===== src/rtl/dvp_axi_pkg.sv =====
// ============================================================================
//  Module   : dvp_axi_pkg
//  Purpose  : Shared AXI write-initiator constants and FSM state encoding.
//  Revision : 1.0  initial release
// ============================================================================
`timescale 1ns/1ps
`default_nettype none

package dvp_axi_pkg;

  // Burst FSM states; the encoding width is fixed so the state register is 3 bits.
  typedef enum logic [2:0] {
    ST_IDLE = 3'd0,
    ST_WAIT = 3'd1,
    ST_AW   = 3'd2,
    ST_W    = 3'd3,
    ST_B    = 3'd4
  } state_t;

  // Every beat writes all four byte lanes.
  localparam logic [3:0] AXI_WSTRB_ALL = 4'hF;

  // Address advance per 32-bit beat.
  localparam int AXI_BYTES_PER_BEAT = 4;

endpackage

`default_nettype wire


===== src/rtl/dvp_sync_fifo.sv =====
// ============================================================================
//  Module   : dvp_sync_fifo
//  Purpose  : Single-clock show-ahead FIFO with occupancy count.
//             The head word is visible on 'head' whenever the FIFO is non-empty.
//  Revision : 1.0  initial release
// ============================================================================
`timescale 1ns/1ps
`default_nettype none

module dvp_sync_fifo #(
  parameter int WIDTH = 32,
  parameter int DEPTH = 64
) (
  input  logic                     clk,
  input  logic                     rstn,
  input  logic                     push,
  input  logic [WIDTH-1:0]         push_data,
  input  logic                     pop,
  output logic [WIDTH-1:0]         head,
  output logic [$clog2(DEPTH):0]   count,
  output logic                     full,
  output logic                     empty
);

  localparam int c_ptr_w = $clog2(DEPTH);

  logic [WIDTH-1:0]     r_mem [DEPTH];
  logic [c_ptr_w-1:0]   r_wr_ptr;
  logic [c_ptr_w-1:0]   r_rd_ptr;
  logic [c_ptr_w:0]     r_count;
  logic                 w_do_push;
  logic                 w_do_pop;

  assign full      = (r_count == (c_ptr_w + 1)'(DEPTH));
  assign empty     = (r_count == '0);
  assign w_do_push = push & ~full;
  assign w_do_pop  = pop & ~empty;
  assign head      = r_mem[r_rd_ptr];
  assign count     = r_count;

  // Storage array; contents need no reset because the count gates visibility.
  always_ff @(posedge clk) begin
    if (w_do_push) begin
      r_mem[r_wr_ptr] <= push_data;
    end
  end

  // Pointers and occupancy; simultaneous push and pop leaves the count unchanged.
  always_ff @(posedge clk) begin
    if (!rstn) begin
      r_wr_ptr <= '0;
      r_rd_ptr <= '0;
      r_count  <= '0;
    end else begin
      if (w_do_push) r_wr_ptr <= r_wr_ptr + c_ptr_w'(1);
      if (w_do_pop)  r_rd_ptr <= r_rd_ptr + c_ptr_w'(1);
      case ({w_do_push, w_do_pop})
        2'b10:   r_count <= r_count + (c_ptr_w + 1)'(1);
        2'b01:   r_count <= r_count - (c_ptr_w + 1)'(1);
        default: r_count <= r_count;
      endcase
    end
  end

endmodule

`default_nettype wire


===== src/rtl/axi_burst_wr.sv =====
// ============================================================================
//  Module   : axi_burst_wr
//  Purpose  : AXI write initiator. Buffers a 32-bit word stream and writes a
//             job of total_words words from base_addr upward as INCR bursts.
//  Revision : 1.0  initial release
// ============================================================================
`timescale 1ns/1ps
`default_nettype none

module axi_burst_wr #(
  parameter int BURST_LEN  = 16,
  parameter int FIFO_DEPTH = 64
) (
  input  logic        axi_aclk,
  input  logic        axi_aresetn,
  input  logic        start,
  input  logic [31:0] base_addr,
  input  logic [23:0] total_words,
  output logic        busy,
  output logic        done,
  input  logic [31:0] in_data,
  input  logic        in_valid,
  output logic        in_ready,
  output logic [31:0] axi_awaddr,
  output logic [7:0]  axi_awlen,
  output logic        axi_awvalid,
  input  logic        axi_awready,
  output logic [31:0] axi_wdata,
  output logic [3:0]  axi_wstrb,
  output logic        axi_wvalid,
  input  logic        axi_wready,
  output logic        axi_wlast,
  input  logic        axi_bvalid,
  output logic        axi_bready
);

  import dvp_axi_pkg::*;

  localparam int         c_cnt_w       = $clog2(FIFO_DEPTH) + 1;
  localparam logic [8:0] c_burst_beats = 9'(BURST_LEN);

  state_t              r_state;
  state_t              w_next;
  logic [31:0]         r_addr;
  logic [23:0]         r_remaining;
  logic [23:0]         r_total;
  logic [23:0]         r_accepted;
  logic [8:0]          r_beats;
  logic [8:0]          r_beat_cnt;
  logic [31:0]         r_awaddr;
  logic [7:0]          r_awlen;
  logic                r_done;

  logic [8:0]          w_beats;
  logic                w_burst_ready;
  logic                w_last_burst;
  logic                w_push;
  logic                w_pop;
  logic [31:0]         w_head;
  logic [c_cnt_w-1:0]  w_count;
  logic                w_full;
  logic                w_empty;

  dvp_sync_fifo #(
    .WIDTH (32),
    .DEPTH (FIFO_DEPTH)
  ) u_fifo (
    .clk       (axi_aclk),
    .rstn      (axi_aresetn),
    .push      (w_push),
    .push_data (in_data),
    .pop       (w_pop),
    .head      (w_head),
    .count     (w_count),
    .full      (w_full),
    .empty     (w_empty)
  );

  // Size of the next burst and whether enough words are buffered to issue it
  // without ever running the FIFO dry during W.
  always_comb begin
    w_beats       = (r_remaining >= 24'(BURST_LEN)) ? c_burst_beats : r_remaining[8:0];
    w_burst_ready = (32'(w_count) >= 32'(w_beats));
    w_last_burst  = (r_remaining == {15'd0, r_beats});
  end

  // Handshake-facing outputs are decoded from the registered state so they
  // change only on clock edges and hold steady while the slave stalls.
  assign busy        = (r_state != ST_IDLE);
  assign done        = r_done;
  assign in_ready    = busy & ~w_full & (r_accepted < r_total);
  assign axi_awvalid = (r_state == ST_AW);
  assign axi_awaddr  = r_awaddr;
  assign axi_awlen   = r_awlen;
  assign axi_wvalid  = (r_state == ST_W);
  assign axi_wdata   = (axi_wvalid && !w_empty) ? w_head : 32'd0;
  assign axi_wstrb   = AXI_WSTRB_ALL;
  assign axi_wlast   = axi_wvalid && (r_beat_cnt == (r_beats - 9'd1));
  assign axi_bready  = (r_state == ST_B);
  assign w_push      = in_valid & in_ready;
  assign w_pop       = axi_wvalid & axi_wready;

  // State register.
  always_ff @(posedge axi_aclk) begin
    if (!axi_aresetn) r_state <= ST_IDLE;
    else              r_state <= w_next;
  end

  // Next-state decode: one AW, then the data beats, then the response per burst.
  always_comb begin
    w_next = r_state;
    case (r_state)
      ST_IDLE: if (start && (total_words != 24'd0)) w_next = ST_WAIT;
      ST_WAIT: if (w_burst_ready)                   w_next = ST_AW;
      ST_AW:   if (axi_awready)                     w_next = ST_W;
      ST_W:    if (axi_wready && axi_wlast)         w_next = ST_B;
      ST_B:    if (axi_bvalid)                      w_next = w_last_burst ? ST_IDLE : ST_WAIT;
      default:                                      w_next = ST_IDLE;
    endcase
  end

  // Job counters, burst address/length registers and the done pulse.
  always_ff @(posedge axi_aclk) begin
    if (!axi_aresetn) begin
      r_addr      <= 32'd0;
      r_remaining <= 24'd0;
      r_total     <= 24'd0;
      r_accepted  <= 24'd0;
      r_beats     <= 9'd0;
      r_beat_cnt  <= 9'd0;
      r_awaddr    <= 32'd0;
      r_awlen     <= 8'd0;
      r_done      <= 1'b0;
    end else begin
      r_done <= 1'b0;
      if (w_push) r_accepted <= r_accepted + 24'd1;
      case (r_state)
        ST_IDLE: begin
          if (start) begin
            if (total_words != 24'd0) begin
              r_addr      <= base_addr;
              r_remaining <= total_words;
              r_total     <= total_words;
              r_accepted  <= 24'd0;
            end else begin
              // Empty job completes immediately without touching the bus.
              r_done <= 1'b1;
            end
          end
        end
        ST_WAIT: begin
          if (w_burst_ready) begin
            r_awaddr   <= r_addr;
            r_awlen    <= 8'(w_beats - 9'd1);
            r_beats    <= w_beats;
            r_beat_cnt <= 9'd0;
          end
        end
        ST_W: begin
          if (w_pop) r_beat_cnt <= r_beat_cnt + 9'd1;
        end
        ST_B: begin
          if (axi_bvalid) begin
            r_addr      <= r_addr + (32'(r_beats) * 32'(AXI_BYTES_PER_BEAT));
            r_remaining <= r_remaining - {15'd0, r_beats};
            if (w_last_burst) r_done <= 1'b1;
          end
        end
        default: ;
      endcase
    end
  end

endmodule

`default_nettype wire


===== config.mk =====
export PLATFORM = sky130hd
export DESIGN_NAME = axi_burst_wr
export DESIGN_NICKNAME = d
export VERILOG_FILES = /design/src/rtl/dvp_axi_pkg.sv /design/src/rtl/dvp_sync_fifo.sv /design/src/rtl/axi_burst_wr.sv
export SDC_FILE = /design/constraint.sdc
export NUM_CORES = 2
export LEC_CHECK = 0
export BUFFER_PORTS_ARGS = -buffer_cell sky130_fd_sc_hd__buf_2
export CORE_MARGIN = 10
export CORE_UTILIZATION = 60
export CTS_CLUSTER_DIAMETER = 200
export DETAILED_ROUTE_END_ITERATION = 7
export MAX_ROUTING_LAYER = met4
export PLACE_DENSITY = 0.75
export SYNTH_ARGS = -nofsm -noshare
export SYNTH_HDL_FRONTEND = slang
export SYNTH_SLANG_ARGS = --single-unit

===== constraint.sdc =====
create_clock -name axi_aclk -period 6.5 [get_ports axi_aclk]
set_clock_uncertainty 0.15 [all_clocks]
set_input_delay 0.975 -clock axi_aclk [delete_from_list [all_inputs] [get_ports axi_aclk]]
set_output_delay 0.975 -clock axi_aclk [all_outputs]
set_load 0.005 [all_outputs]

# == After elaboration in Yosys (flattened, before gate mapping) ==
# Memories as Yosys holds them, arrays and structs flattened. A register that Yosys moved wholly into a read port is not among the register bits.
# Cells that the tools add are included.
# word_totals
register_bits,185
mem_bits_rw,2048
input_bits,95
output_inout_bits,83
elab_cells,103
mem_count,1
# op_classes
add_sub_neg,10
n_lt_le_gt_ge,3
n_eq_ne,17
mux,34
bitwise_logic,8
n_reduce_logical,17
# memory_table
memory,depth,width,read_ports,rd_clocked_by_memory_dff,wr,line_no,text
u_fifo.r_mem,64,32,1,1,1,dvp_sync_fifo.sv:27,logic [WIDTH-1:0] r_mem [DEPTH];
# op_table
operator,count
2-to-1 mux 24 bit,7
2-to-1 mux 32 bit,4
one-hot mux 32 bit (2 select lines),1
one-hot mux 24 bit (2 select lines),1
adder 32 x 11 -> 32 bit,1
2-to-1 mux 9 bit,3
"adder 24 x 1 -> 24 bit, second input constant",1
== test 24 x 9 -> 1 bit,1
"greater-or-equal comparator 24 x 5 -> 1 bit, second input constant",1
less-than comparator 24 bit,1
nonzero test 24 bit,1
subtractor 24 x 9 -> 24 bit,1
one-hot mux 9 bit (2 select lines),1
2-to-1 mux 3 bit,5
one-hot mux 3 bit (5 select lines),1
one-hot mux 7 bit (2 select lines),1
"adder 6 x 1 -> 6 bit, second input constant",2
2-to-1 mux 6 bit,2
"inequality test 2 bit, second input constant",5
"adder 9 x 1 -> 9 bit, second input constant",1
== test 9 bit,1
greater-or-equal comparator 7 x 9 -> 1 bit,1
"subtractor 9 x 1 -> 9 bit, second input constant",1
"subtractor 8 x 1 -> 8 bit, second input constant",1
23 further kinds,44

# == Longest topological paths before layout ==
# logic_depth
ltp_word,9
depth_mapped,17
depth_no_buf,16

# == By module ==
# A second synthesis with hierarchy kept.
# hier_totals
hier_cells,4742
hier_area_um2,88869.0
# by_module_without_submodules
module,n_inst,cells_each,area_each_um2,seq_area_each_um2
dvp_sync_fifo,1,3482,79269.8,61999.5
axi_burst_wr,1,1260,9599.2,3323.2

# == Worst setup path before layout ==
# No wires, ideal clock.
# synth_path
path_kind,register -> register
start,reg r_total[23]
end,mem u_fifo.r_mem[27][0] (enable)
setup_ns,0.461
arrival_ns,4.401
required_ns,5.889
path_slack_ns,1.488
stages_incl_launch_ff,11
n_path_buf,2
synth_period_minus_slack_ns,5.012
path_cell_list,dfxtp_1 > inv_1 > ha_1 > and4_1 > a2111oi_2 > o41ai_2 > nor3b_2 > nand2_1 > buf_2 > buf_2 > nor3_1
# synth_between
elab_chain_cells,6
# synth_lines
item,line_no,text
"start, declared",axi_burst_wr.sv:46,logic [23:0] r_total;
"start signal, assigned",axi_burst_wr.sv:143,r_total <= total_words;
less-than comparator 24 bit,axi_burst_wr.sv:91,assign in_ready = busy & ~w_full & (r_accepted < r_total);
bitwise AND 1 bit,axi_burst_wr.sv:91,
bitwise AND 1 bit,axi_burst_wr.sv:100,assign w_push = in_valid & in_ready;
bitwise AND 1 bit,dvp_sync_fifo.sv:36,assign w_do_push = push & ~full;
2-to-1 mux 1 bit,dvp_sync_fifo.sv:43,if (w_do_push) begin
2-to-1 mux 1 bit (implied by the code),dvp_sync_fifo.sv:44,r_mem[r_wr_ptr] <= push_data;
"end, declared",dvp_sync_fifo.sv:27,
# No other way between the ends.

==> metrics.txt <==
cell count of the worst hold path 3; Root Buffer clkbuf_16; Seq/Total Area, Yosys approximately three quarters; VDD IR max ~240 uV; detailed-route wire length per cell 33.27 microns; Critical Path Max Stage Delay about 1100 ps; area of the mapped netlist 0.08925 sq mm; worst hold path type primary input to register; crit-path cells buf_12 -> buf_4 -> mux4_2 -> mux4_2 -> a211oi_1 -> a211oi_1 -> buf_2; Top FF cell, synth edfxtp_1; post_cts resized 0; TNS Setup 0 ps; clock-pin slew on the worst setup and hold paths about 60 ps; die width 405.7 microns; count of final max-slew check failures 0; Avg Vias per Cell a little under 7; Clk Latency, worst-skew pair between 800 and 900 ps; startpoint type of the worst setup path register; starting density of the core about three fifths; Die Span Y ~410 microns; clock sinks 2239; Critical Path RT 5370 ps; vias in the first global route approximately 49000; CTS max path bufs 3; Synth async-reset ratio 0%; Cells after Synth between 4000 and 5000; reg-to-reg endpoint u_fifo.count[6]; Worst Reg-to-Reg Cells 15; Critical Path AT 4870 ps; largest net degree at the start of global routing 66; fin nets 5056; most frequent cell after synthesis edfxtp_1; Worst Path Max Fanout between 60 and 70; slew at the pin closest to its max-slew limit ~1300 ps; die area 0.1646 sq mm; Area contributors post-synth edfxtp_1 (69%), mux4_2 (15%), dfxtp_1 (4.3%); yosys warns 0; PwrDens 289.4 mW/mm^2; via count 48830; nature of the critical path endpoint output pin; CTS H-tree depth 4; DR iter-0 viols just under 7000; grt ovf 0; CTS tree yes; Placed Cells incl. Taps approximately 6600; post-route ant nets 0; r2r setup slk between 1500 and 2000 ps; first-pass GRT wire length 338.6 mm; Tcrit/Tclk final 92.23%; drt first pass iters 8; wirelength, routed between 200 and 250 mm; P&R area growth vs syn 12.31%; Layout Cells excl Fill ~7000; slowest CP cell a211oi_1; hold buffer count at cts 0; Syn Area/Cell a little under 20 sq um; LEAKAGE around 0.031 uW; final hold violation count 0; initial antenna violation count 10; origin of the critical flop-to-flop path r_accepted[22]; Finish-stage setup viols 0; Hold Path End r_addr[0]; Final HPWL DP 129.7 mm; Seq cells post-synth ~2200; Core Rows 141; post-synth top area cell edfxtp_1; max_slew headroom roughly a tenth; maximum capacitance violations 0; hold_sp base_addr[0]; synth cell count leaders edfxtp_1 (2048), mux4_2 (578), dfxtp_1 (191); number of buffers added on ports between 150 and 200; share of the synthesized area in the top cell type between 60% and 70%; Yosys cell types 81; status completed; critical path class register to output pin; drt drc 0; min Tclk post-route 5995 ps; number of flops mapped to enable cells by yosys slightly above 2000; Placeable Area about 0.15 sq mm; f_max between 150 and 200 MHz; RSZ-0062 raised after global routing no; Total GRT Usage between 20% and 30%; fraction of layout cells with a size suffix above 1 between 20% and 30%; clock buffer count from CTS approximately 220; GP Congestion 0.8965; Post-CTS Setup Inserts 0; I/O Pins 178; Power, Total 29010 uW
## cells by family after synthesis
| logic type | after synthesis | share of synthesized area, % |
|---|---|---|
| AOI/OAI and AO/OA | 529 | 3.868 |
| muxes | 711 | 16.13 |
| adders and majority gates | 63 | 0.9084 |
| and+or+nand+nor | 688 | 3.907 |
| other | 1 | 0.004202 |
| buffers and inverters | 345 | 1.637 |
| DFF | 2239 | 73.19 |
| xor gates and xnor gates | 35 | 0.3589 |
## worst max-delay path by stage
stage                     slack (ps)  cells past startpoint         from             endpoint
after floorplan                 1490                     10  r_total[23]  u_fifo.r_mem[27][0]
after global placement          1320                      9     register        axi_wdata[19]
after detailed placement        1450                      9     register        axi_wdata[19]
after CTS                        490                      9     register        axi_wdata[19]
after global routing             430                      7     register        axi_wdata[31]
final                            510                      7     register        axi_wdata[31]
## layout by cell type (no fill, tap or decap), types with 17 or more instances in the layout
cell       synthesis  routed
edfxtp_1        2048    2048
mux4_2           578     578
clkbuf_16          0     220
dfxtp_1          191     185
nand2_1          181     180
buf_2             67     173
buf_4             22     160
a21oi_1          149     148
mux2i_1           96      96
nor2_1           106      88
nand3_1           77      77
a211oi_1          66      66
inv_1             63      62
ha_1              60      60
o21ai_0           59      59
nor3_1            97      49
nor3_2             0      48
clkinv_2           0      46
nor2b_1           41      40
clkbuf_1         158      38
clkinv_1           0      38
mux2_2            37      37
o22ai_1           35      35
nand4_1           32      32
o31ai_1           28      28
bufinv_16          0      26
or4_1             25      25
a22oi_1           25      25
nor4_1            23      23
o21ai_1           24      23
nand2b_1          20      20
or3_1             19      19
o211ai_1          19      19
xnor2_1           18      18
a221oi_1          18      17
a21o_1            17      17
## routing by layer
metal	track usage, %	part of all wire [%]
met1	40.28	38
met2	44.60	48
met3	5.937	11
met4	9.037	3.3
met5	-	0
## state kept, by name, indices dropped and copies added (netlist names), named ones only
signal,count
done,1
u_fifo.r_wr_ptr,6
r_remaining,24
r_addr,32
u_fifo.count,7
u_fifo.r_mem,2048
r_beats,9
axi_awaddr,32
r_total,24
u_fifo.r_rd_ptr,6
r_accepted,24
r_beat_cnt,9
axi_awlen,8
r_state,3
## per-stage QoR
step,util (%),hold WS [ps],worst slack [ps],area (sq um)
after global routing,67.80,221.6,433.2,100200
final,67.81,237.2,505.4,100200
after global placement,63.00,298.1,1317,93150
after floorplan,-,281.8,1488,89270
after CTS,67.78,193.0,486.3,100200
after detailed placement,63.00,300.5,1454,93150
## worst max-delay path: cells and delay by family, from the launching register on
family                 cells  cell delay [ps]
DFF                        1             1010
buffers and inverters      3             1140
muxes                      2              630
AOI/OAI and AO/OA          2             1210
## power breakdown
group / switching (uW) / internal (uW)
registers: 46.6 / 15800
clock network: 5350 / 7230
logic: 472 / 154
total: 5870 / 23100
## layout make-up
class | count | area [sq um]
Sequential cell | 2239 | 65340
Tap cell | 1930 | 2415
Inverter | 66 | 249.0
Timing Repair Buffer | 344 | 2266
Clock buffer | 260 | 5675
Antenna cell | 9 | 22.52
Fill cell | 9243 | 47600
Clock inverter | 134 | 1380
Multi-Input combinational cell | 2032 | 22890
Power figures use the tool's default switching activity.
